### config.mk
export PLATFORM = sky130hd
export DESIGN_NAME = circuit_src_flat
export DESIGN_NICKNAME = d
export VERILOG_FILES = /design/src/rtl/circuit_src_if.sv /design/src/rtl/circuit_src.sv /design/src/flat_wrapper.sv
export SDC_FILE = /design/constraint.sdc
export NUM_CORES = 1
export LEC_CHECK = 0
export ABC_AREA = 0
export CORE_ASPECT_RATIO = 0.6
export CORE_MARGIN = 2
export CORE_UTILIZATION = 34
export CTS_CLUSTER_DIAMETER = 60
export CTS_CLUSTER_SIZE = 8
export DETAILED_ROUTE_END_ITERATION = 12
export HOLD_SLACK_MARGIN = 0.15
export PLACE_DENSITY = 0.53
export SYNTH_ARGS = -nofsm -noshare
export SYNTH_HDL_FRONTEND = slang
export SYNTH_SLANG_ARGS = --single-unit
### constraint.sdc
create_clock -name clk -period 27 [get_ports clk]
set_clock_uncertainty 0.2 [all_clocks]
set_input_delay 5.4 -clock clk [delete_from_list [all_inputs] [get_ports clk]]
set_output_delay 5.4 -clock clk [all_outputs]
set_load 0.05 [all_outputs]
### src/rtl/circuit_src_if.sv
// circuit_src_if: control and sample bus between a burst stimulus source and its user.
// master: drives start/stop/config, observes en/x/busy/done/count.
// slave : the source itself (circuit_src).
interface circuit_src_if #(
  parameter int DATA_W = 32,
  parameter int CNT_W  = 16
);
  logic              start;
  logic              stop;
  logic [CNT_W-1:0]  num_samples;
  logic [7:0]        gap;
  logic [DATA_W-1:0] seed;
  logic              en;
  logic [DATA_W-1:0] x;
  logic              busy;
  logic              done;
  logic [CNT_W-1:0]  count;

  modport master (
    output start, stop, num_samples, gap, seed,
    input  en, x, busy, done, count
  );

  modport slave (
    input  start, stop, num_samples, gap, seed,
    output en, x, busy, done, count
  );
endinterface

### src/rtl/circuit_src.sv
// circuit_src: burst stimulus source emitting pseudo-random signed samples with single-cycle
// en strobes separated by a programmable idle gap (sample = Galois LFSR value % MOD).
// Ports: clk, rst (sync, active-high), bus (circuit_src_if.slave: start/stop/config in,
// en/x/busy/done/count out). All outputs registered; first strobe two edges after start.
module circuit_src #(
  parameter int DATA_W = 32,
  parameter int CNT_W  = 16,
  parameter int MOD    = 20
) (
  input  logic           clk,
  input  logic           rst,
  circuit_src_if.slave   bus
);

  typedef enum logic [1:0] {IDLE, EMIT, GAP, FIN} state_t;

  // Remainder is taken at the wider of 32 bits and DATA_W so MOD always fits.
  localparam int EXT_W = (DATA_W > 32) ? DATA_W : 32;
  localparam logic signed [EXT_W-1:0] MOD_S = EXT_W'(MOD);
  localparam logic [31:0] POLY = 32'h8020_0003;

  state_t           state;
  logic [31:0]      lfsr;
  logic [CNT_W-1:0] n_cfg;
  logic [7:0]       gap_cfg;
  logic [7:0]       gap_cnt;

  logic [31:0]             lfsr_n;
  logic signed [EXT_W-1:0] lfsr_ext;
  logic signed [EXT_W-1:0] rem;
  logic [CNT_W-1:0]        cnt_inc;
  logic [31:0]             seed32;

  always_comb begin
    lfsr_n = {1'b0, lfsr[31:1]} ^ (lfsr[0] ? POLY : 32'h0);
    // Signed operands: % truncates toward zero, remainder takes the dividend's sign.
    lfsr_ext = EXT_W'($signed(lfsr_n));
    rem      = lfsr_ext % MOD_S;
    cnt_inc  = bus.count + 1'b1;
    seed32   = 32'(bus.seed);
  end

  always_ff @(posedge clk) begin
    if (rst) begin
      state     <= IDLE;
      lfsr      <= 32'd1;
      n_cfg     <= '0;
      gap_cfg   <= '0;
      gap_cnt   <= '0;
      bus.en    <= 1'b0;
      bus.x     <= '0;
      bus.busy  <= 1'b0;
      bus.done  <= 1'b0;
      bus.count <= '0;
    end else begin
      // Strobe and done are single-cycle unless re-asserted below.
      bus.en   <= 1'b0;
      bus.done <= 1'b0;
      case (state)
        IDLE: begin
          if (bus.start && !bus.stop) begin
            n_cfg     <= bus.num_samples;
            gap_cfg   <= bus.gap;
            lfsr      <= (seed32 == 32'd0) ? 32'd1 : seed32;
            bus.count <= '0;
            bus.busy  <= 1'b1;
            state     <= (bus.num_samples != '0) ? EMIT : FIN;
          end
        end
        EMIT: begin
          if (bus.stop) begin
            state <= FIN;
          end else begin
            lfsr      <= lfsr_n;
            bus.x     <= DATA_W'(rem);
            bus.en    <= 1'b1;
            bus.count <= cnt_inc;
            if (cnt_inc == n_cfg) begin
              state <= FIN;
            end else if (gap_cfg == 8'd0) begin
              state <= EMIT;
            end else begin
              gap_cnt <= gap_cfg;
              state   <= GAP;
            end
          end
        end
        GAP: begin
          if (bus.stop) begin
            state <= FIN;
          end else if (gap_cnt <= 8'd1) begin
            state <= EMIT;
          end else begin
            gap_cnt <= gap_cnt - 8'd1;
          end
        end
        FIN: begin
          bus.done <= 1'b1;
          bus.busy <= 1'b0;
          state    <= IDLE;
        end
        default: state <= IDLE;
      endcase
    end
  end

endmodule

### src/flat_wrapper.sv
// flat-port wrapper written by rule: the top's interface ports become plain ports
module circuit_src_flat 
#(
  parameter int DATA_W = 32,
  parameter int CNT_W  = 16,
  parameter int MOD    = 20
)
  (clk, rst, bus_start, bus_stop, bus_num_samples, bus_gap, bus_seed, bus_en, bus_x, bus_busy, bus_done, bus_count);
  circuit_src_if #(.DATA_W(DATA_W), .CNT_W(CNT_W)) bus_i ();
  input  logic clk;
  input  logic rst;
  input wire logic [$bits(bus_i.start)-1:0] bus_start;
  input wire logic [$bits(bus_i.stop)-1:0] bus_stop;
  input wire logic [$bits(bus_i.num_samples)-1:0] bus_num_samples;
  input wire logic [$bits(bus_i.gap)-1:0] bus_gap;
  input wire logic [$bits(bus_i.seed)-1:0] bus_seed;
  output wire logic [$bits(bus_i.en)-1:0] bus_en;
  output wire logic [$bits(bus_i.x)-1:0] bus_x;
  output wire logic [$bits(bus_i.busy)-1:0] bus_busy;
  output wire logic [$bits(bus_i.done)-1:0] bus_done;
  output wire logic [$bits(bus_i.count)-1:0] bus_count;
  assign bus_i.start = bus_start;
  assign bus_i.stop = bus_stop;
  assign bus_i.num_samples = bus_num_samples;
  assign bus_i.gap = bus_gap;
  assign bus_i.seed = bus_seed;
  assign bus_en = bus_i.en;
  assign bus_x = bus_i.x;
  assign bus_busy = bus_i.busy;
  assign bus_done = bus_i.done;
  assign bus_count = bus_i.count;
  circuit_src #(.DATA_W(DATA_W), .CNT_W(CNT_W), .MOD(MOD)) u_core (.clk(clk), .rst(rst), .bus(bus_i));
endmodule
==> results of run 1 <==
==> critical path: cells and delay by family, from the launching register on <==
| kind | cells | cell delay (ns) |
|---|---|---|
| AO/OA/AOI/OAI | 22 | 7.37 |
| XOR/XNOR | 2 | 0.44 |
| adder cells (fa/ha/maj) | 3 | 0.85 |
| buffers and inverters | 1 | 0.45 |
| flip-flops | 1 | 0.63 |
| multiplexers | 2 | 0.58 |
| AND/OR/NAND/NOR | 10 | 3.08 |
==> synth_stat cells (10+ instances only) <==
master	count	area share, %
sky130_fd_sc_hd__a311oi_1	33	2.7
sky130_fd_sc_hd__o31ai_1	13	0.92
sky130_fd_sc_hd__nor3_1	45	2.1
sky130_fd_sc_hd__nand2b_1	17	1.0
sky130_fd_sc_hd__nand2_2	13	0.76
sky130_fd_sc_hd__xnor2_1	58	4.8
sky130_fd_sc_hd__o21ai_0	45	2.1
sky130_fd_sc_hd__nand3_1	36	1.7
sky130_fd_sc_hd__nand4_1	21	1.2
sky130_fd_sc_hd__a21o_1	25	1.8
sky130_fd_sc_hd__and2_1	13	0.76
sky130_fd_sc_hd__nor4_1	27	1.6
sky130_fd_sc_hd__clkbuf_1	79	2.8
sky130_fd_sc_hd__a22oi_1	13	0.92
sky130_fd_sc_hd__dfxtp_1	117	22
sky130_fd_sc_hd__o211ai_1	20	1.4
sky130_fd_sc_hd__a221oi_1	13	1.1
sky130_fd_sc_hd__a21oi_1	85	4.0
sky130_fd_sc_hd__nor2_1	167	5.9
sky130_fd_sc_hd__buf_6	10	1.1
sky130_fd_sc_hd__nand2_1	242	8.5
sky130_fd_sc_hd__xor2_1	32	2.6
sky130_fd_sc_hd__a31oi_1	19	1.1
sky130_fd_sc_hd__a211oi_1	18	1.3
sky130_fd_sc_hd__and3_1	14	0.82
sky130_fd_sc_hd__o22ai_1	12	0.70
sky130_fd_sc_hd__o21ai_1	15	0.70
==> how the worst min path moves through the flow <==
stage / to / slack (ns)
6_report: u_core.bus.x[9] / 0.24
5_1_grt: u_core.bus.x[31] / 0.27
4_1_cts: u_core.bus.x[9] / 0.25
3_5_place_dp: u_core.bus.x[8] / 0.24
3_3_place_gp: u_core.bus.x[26] / 0.23
2_1_floorplan: u_core.gap_cfg[6] / 0.24
==> final cells by class <==
cell class / count / area [um2] / area share [%]
inverter: 7 / 26.3 / 0.210
tap: 416 / 520 / 4.16
timing repair buffer: 133 / 1270 / 10.2
multi-input combinational: 1234 / 7760 / 62.1
clock inverter: 12 / 130 / 1.04
sequential: 117 / 2340 / 18.7
clock buffer: 20 / 447 / 3.57
==> through the flow <==
stage | worst slack (ns) | std cells | util, %
finish | 13.21 | 1939 | 40.3
global route | 11.95 | 1939 | 40.3
CTS | 13.39 | 1939 | 40.3
detailed placement | 13.42 | 1907 | 38.4
global placement | 13.75 | 1907 | 38.4
floorplan | 14.78 | 1469 | -
==> routing by layer <==
metal | track usage, % | routed length (um) | vias up
met5 | 0 | 0 | -
met2 | 28.3 | 13700 | 460
met1 | 33.0 | 17900 | 5408
li1 | - | - | 5593
met3 | 3.40 | 2410 | 36
met4 | 4.96 | 564 | 0
==> logic make-up (layout without fill, tap and decap cells) <==
kind of cell | after synthesis | in the layout | share of synthesized area, %
AOI/OAI and AO/OA | 457 | 457 | 33.0
muxes | 14 | 14 | 1.48
xor gates and xnor gates | 90 | 90 | 7.40
buffers and inverters | 118 | 172 | 5.23
adders and majority gates | 9 | 9 | 0.998
DFF | 117 | 117 | 22.0
and+or+nand+nor | 664 | 664 | 29.9
==> power breakdown <==
group,leakage [nW],internal [mW],switching [mW]
Clock,0.268,0.138,0.0835
Sequential,0.954,0.198,0.0248
Combinational,3.26,0.492,0.866
Total,4.48,0.827,0.974
==> flip-flops by register name (all words and copies together), names as in the netlist, 2 cells and up <==
| register | count |
|---|---|
| u_core.bus.x | 32 |
| u_core.lfsr | 32 |
| u_core.bus.count | 16 |
| u_core.n_cfg | 16 |
| u_core.gap_cfg | 8 |
| u_core.gap_cnt | 8 |
| u_core.state | 2 |
==> parameters.txt, run 1 <==
Parameter                              Value

Status
  Result of the run    completed

Synthesis
  Number of synthesized flops with an enable pin    0
  Syn. warnings    0
  Async set-or-reset flop fraction in the synthesized netlist    0%
  Most used flip-flop cell after synthesis    sky130_fd_sc_hd__dfxtp_1
  Synth cell types    114
  Synthesized flop and latch total    117
  Synth Instances    around 1500
  Number of nets produced by synthesis    1535
  Sequential fraction of the synthesis area    22.0%
  Synthesized area per cell    7.25 um2
  Combined area of all synthesized cells    10700 um2

STA
  Fin Setup TNS    0 ns
  Tightest Pin Transition    1.25 ns
  Post-route fraction of the period consumed by the critical path    51.1%
  Max transition margin    16.2%
  Tmin final    ~14 ns
  Final max-slew violation count    0
  Final-layout worst hold slack    about 0.24 ns
  Max frequency    72.5 MHz
  Final-report hold violation count    0
  Count of final setup violators    0
  Unrepaired setup endpoints after global routing    false

Critical path
  Reg2reg start    u_core.lfsr[0]
  Worst Setup SP    u_core.lfsr[0]
  Worst setup endpoint    u_core.bus.x[7]
  Kind of start point of the critical path    flip-flop
  FF-to-FF End    u_core.bus.x[7]
  Longest individual stage delay on the worst path    0.67 ns
  R2R Setup Slk    around 13 ns
  Worst setup path category    reg2reg
  Worst Reg-to-Reg Cells    40
  Highest net fanout along the worst path    36
  Worst setup EP type    flip-flop
  Data required, critical path    between 20 and 30 ns
  Data arrival time of the critical path    13.87 ns
  Slowest cell on the critical path    sky130_fd_sc_hd__o22ai_2

Clock tree
  TritonCTS clock tree    built
  Bufs on Longest Clock Path    2
  Clock latency of the later-clocked register in the worst-skew pair    0.43 ns
  H-tree levels    4
  Quantity of gates resized following cts    0
  Clock root buffer    sky130_fd_sc_hd__clkbuf_16
  Reg clk slew, reported paths    roughly 0.05 ns
  CTS Hold Bufs    0
  Number of sinks driven by the clock tree    117
  Clock buffers created by TritonCTS    17
  Number of buffers inserted by post-CTS setup repair    0

Power and ir drop
  Power per cell area    144 nW/um2
  Worst-case vdd ir drop    0.000100 V
  Power after layout    around 1.8 mW
  Standby leakage power    4.48 nW

Floorplan
  Die W    approximately 230 um
  Die height    141 um
  Area of the core    31000 um2
  Die ar.    32800 um2
  Starting density of the core    34.3%
  Count of standard-cell rows    50
  Top Ports    111

Worst hold path
  Hold Path Class    reg2reg
  Hold path startpoint    u_core.bus.x[9]
  Worst Hold Path Cells    2

Drt
  Vias after detailed routing    roughly 11000
  Drc violations    0
  DR WL/cell    17.8 um
  Count of antenna-violating nets left after detailed routing    0
  Routed wire length    34500 um
  Initial DRT Pass Iterations    6
  DR vias/cell    5.93
  Number of DRC markers after the initial detailed-route iteration    roughly 1400

Cells and area
  Layout cell share with drive strength beyond 1    9.06%
  Layout fillers    roughly 3200
  ANT cells    0
  Syn-to-layout area delta    17.4%
  Most used cells in the layout excluding fill and tap cells    sky130_fd_sc_hd__nand2_1, sky130_fd_sc_hd__nor2_1, sky130_fd_sc_hd__dfxtp_1
  Most common library cell in the layout ignoring fill and taps    sky130_fd_sc_hd__nand2_1
  Final-stage net count    1576
  Cell area after layout    about 13000 um2

GRT
  Total global routing overflow    0
  Vias in the first global route    about 10000
  Number of antenna violations at the first check in global routing    0
  Pin count of the biggest net entering global routing    73
  GRT Util Overall    20.8%
  Wire length of the first global-routing pass    roughly 56000 um

Place
  Detailed placer's ending HPWL    25600 um
  Placer's final routability congestion estimate    between 0.9 and 1
  Port bufs    110
  Placed standard-cell area    11900 um2

Flow run
  Maximum Capacitance Violations    0
Power figures use the tool's default switching activity.
==> run 2: changes to the inputs <==
clock period = 14.2 ns   (was 27 ns; I/O delays follow)
==> run 2 against run 1 <==
  * Via count up 0.74%
  * Combinational power grew 91%
  * Clock power is 120% higher
  * Die area stayed put
  * Sequential power rose by 90%
==> parameters.txt, run 2 (synthesized netlist as in run 1, its figures left out) <==
Parameter                              Value

Status
  Result of the run    completed (unchanged)

Critical path
  Reg2reg start    u_core.lfsr[0] (unchanged)
  Worst setup EP type    flip-flop (unchanged)
  Worst Reg-to-Reg Cells    39 (was 40)
  R2R Setup Slk    1.00 ns (was 13.21 ns)
  Highest net fanout along the worst path    26 (was 36)
  Worst path most repeated cell    sky130_fd_sc_hd__nor2_1
  Longest individual stage delay on the worst path    0.67 ns (about the same)
  Slowest cell on the critical path    sky130_fd_sc_hd__o22ai_2 (unchanged)
  FF-to-FF End    u_core.bus.x[7] (unchanged)
  Data required, critical path    14.29 ns (was 27.08 ns)
  Worst setup path category    reg2reg (unchanged)
  Data arrival time of the critical path    13.29 ns (was 13.87 ns)
  Kind of start point of the critical path    flip-flop (unchanged)

Drt
  DR WL/cell    18.0 um (was 17.8 um)
  Drc violations    0 (unchanged)
  Number of DRC markers after the initial detailed-route iteration    1249 (was 1372)
  Initial DRT Pass Iterations    5 (was 6)
  Count of antenna-violating nets left after detailed routing    0 (unchanged)
  DR vias/cell    5.96 (was 5.93)
  Vias after detailed routing    11582 (was 11497)
  Routed wire length    35000 um (was 34500 um)

Floorplan
  Die ar.    32800 um2 (unchanged)
  Area of the core    31000 um2 (unchanged)
  Count of standard-cell rows    50 (unchanged)
  Starting density of the core    34.3% (unchanged)
  Top Ports    111 (unchanged)
  Die W    233 um (unchanged)
  Die height    141 um (unchanged)

Power and ir drop
  Worst-case vdd ir drop    0.000157 V (was 0.000100 V)
  Standby leakage power    4.54 nW (was 4.48 nW)
  Sequential fraction of design power    12.0% (was 12.4%)
  Power per cell area    278 nW/um2 (was 144 nW/um2)
  Net Sw Frac    53.3% (was 54.1%)
  NetSw    1.87 mW (was 0.974 mW)
  Part of the total power dissipated in the clock network    13.8% (was 12.3%)
  Relative contribution of combinational cells to total power    74.2% (was 75.4%)
  Int Pwr    1.64 mW (was 0.827 mW)

Cells and area
  Layout cell share with drive strength beyond 1    9.31% (was 9.06%)
  Largest registers    u_core.bus.x: 32 flops, u_core.lfsr: 32 flops (unchanged)
  Cell area after layout    12600 um2 (was 12500 um2)
  Syn-to-layout area delta    18.4% (was 17.4%)
  Most used cells in the layout excluding fill and tap cells    sky130_fd_sc_hd__nand2_1, sky130_fd_sc_hd__nor2_1, sky130_fd_sc_hd__dfxtp_1 (unchanged)
  Layout fillers    3262 (was 3183)
  Most common library cell in the layout ignoring fill and taps    sky130_fd_sc_hd__nand2_1 (unchanged)
  Final-stage net count    1578 (was 1576)

GRT
  GRT Util Overall    21.2% (was 20.8%)
  Number of antenna violations at the first check in global routing    1 (was 0)
  Vias in the first global route    10415 (was 10188)
  Wire length of the first global-routing pass    56800 um (was 55900 um)
  Pin count of the biggest net entering global routing    73 (unchanged)
  Total global routing overflow    0 (unchanged)

STA
  Fin Setup TNS    0 ns (unchanged)
  Final-report hold violation count    0 (unchanged)
  Count of final setup violators    0 (unchanged)
  Max transition margin    18.2% (was 16.2%)
  Final max-slew violation count    0 (unchanged)
  Unrepaired setup endpoints after global routing    false (unchanged)
  Max frequency    75.8 MHz (was 72.5 MHz)
  Tmin final    13.20 ns (was 13.79 ns)
  Tightest Pin Transition    1.22 ns (was 1.25 ns)
  Post-route fraction of the period consumed by the critical path    92.9% (was 51.1%)

Clock tree
  Number of sinks driven by the clock tree    117 (unchanged)
  Clock latency of the later-clocked register in the worst-skew pair    0.42 ns (was 0.43 ns)
  Number of buffers inserted by post-CTS setup repair    0 (unchanged)
  CTS Hold Bufs    0 (unchanged)
  Clock buffers created by TritonCTS    17 (unchanged)
  Bufs on Longest Clock Path    2 (unchanged)
  TritonCTS clock tree    built (unchanged)
  Reg clk slew, reported paths    0.06 ns (was 0.05 ns)
  Clock root buffer    sky130_fd_sc_hd__clkbuf_16 (unchanged)
  H-tree levels    4 (unchanged)

Worst hold path
  Hold Path Sink    u_core.bus.x[31] (was u_core.bus.x[9])
  Hold Path Class    reg2reg (unchanged)
  Hold path startpoint    u_core.bus.x[31] (was u_core.bus.x[9])
  Worst Hold Path Cells    2 (unchanged)

Place
  Placer's final routability congestion estimate    0.951 (was 0.943)
  Placed standard-cell area    11900 um2 (about the same)
  Port bufs    110 (unchanged)
  Detailed placer's ending HPWL    25800 um (was 25600 um)

Flow run
  Maximum Capacitance Violations    0 (unchanged)
-- run 2: cell count changes in the layout (fill, tap and decap cells not counted), moves of 2 or more --
cell                         delta
sky130_fd_sc_hd__buf_4          +2
sky130_fd_sc_hd__clkinvlp_4     -3
sky130_fd_sc_hd__bufinv_16      +3
sky130_fd_sc_hd__clkinv_4       +2
-- run 2: routing by layer --
metal  GRT usage [%]  routed length, um
met5               0                  0
met1            32.6              17900
met4            5.16                482
met3            3.82               2230
met2            29.7              14400
-- run 2: worst max-delay path by stage --
stage / start / to / slack, ns / cells after the start
after floorplan: u_core.lfsr[0] / u_core.bus.x[11] / 1.98 / 52
after global placement: u_core.lfsr[0] / u_core.bus.x[31] / 1.22 / 39
after detailed placement: u_core.lfsr[0] / u_core.bus.x[31] / 0.98 / 39
after CTS: u_core.lfsr[0] / u_core.bus.x[7] / 0.91 / 39
after global routing: u_core.lfsr[0] / u_core.bus.x[31] / 0.07 / 39
final: u_core.lfsr[0] / u_core.bus.x[7] / 1.00 / 39
-- run 2: area by class of cell --
cell class	count	area [um2]	share of cell area, %
clock buffers	20	457	3.62
clock inverters	12	201	1.60
well taps	416	520	4.13
repair buffers	135	1290	10.2
diodes	1	2.50	0.0198
multi-input cells	1234	7780	61.7
inverters	7	26.3	0.208
flip-flops and latches	117	2340	18.6
-- run 2: power by group through the flow --
| stage | clock (mW) | combinational [mW] | sequential [mW] |
|---|---|---|---|
| 4_1_cts | 0.493 | 2.53 | 0.423 |
| 2_1_floorplan | 0 | 2.00 | 0.512 |
| 3_3_place_gp | 0 | 2.53 | 0.429 |
| 6_report | 0.483 | 2.60 | 0.423 |
| 3_5_place_dp | 0 | 2.52 | 0.429 |
| 5_1_grt | 0.508 | 2.83 | 0.430 |
-- run 2: repair_timing --
action / 4_1_cts / 5_1_grt
resized for setup: 0 / 2
endpoints found under the hold margin: 0 / 0
endpoints found under the setup margin: 0 / 15
-- run 2: worst max-delay path, delay by kind of cell, from the launching register on --
kind / cells / cell delay [ns]
muxes: 2 / 0.57
and+or+nand+nor: 11 / 3.23
DFF: 1 / 0.60
xor gates and xnor gates: 2 / 0.45
AOI/OAI and AO/OA: 21 / 7.10
adders and majority gates: 3 / 0.88
-- run 2: through the flow --
step	instances	hold WS [ns]	util, %	total power, mW	setup WS [ns]
after floorplan	1469	0.243	-	2.51	1.98
after global placement	1909	0.233	38.5	2.96	1.22
after detailed placement	1909	0.238	38.5	2.95	0.981
after CTS	1941	0.248	40.6	3.44	0.910
after global routing	1942	0.260	40.7	3.76	0.0724
final	1942	0.246	40.7	3.51	1.00
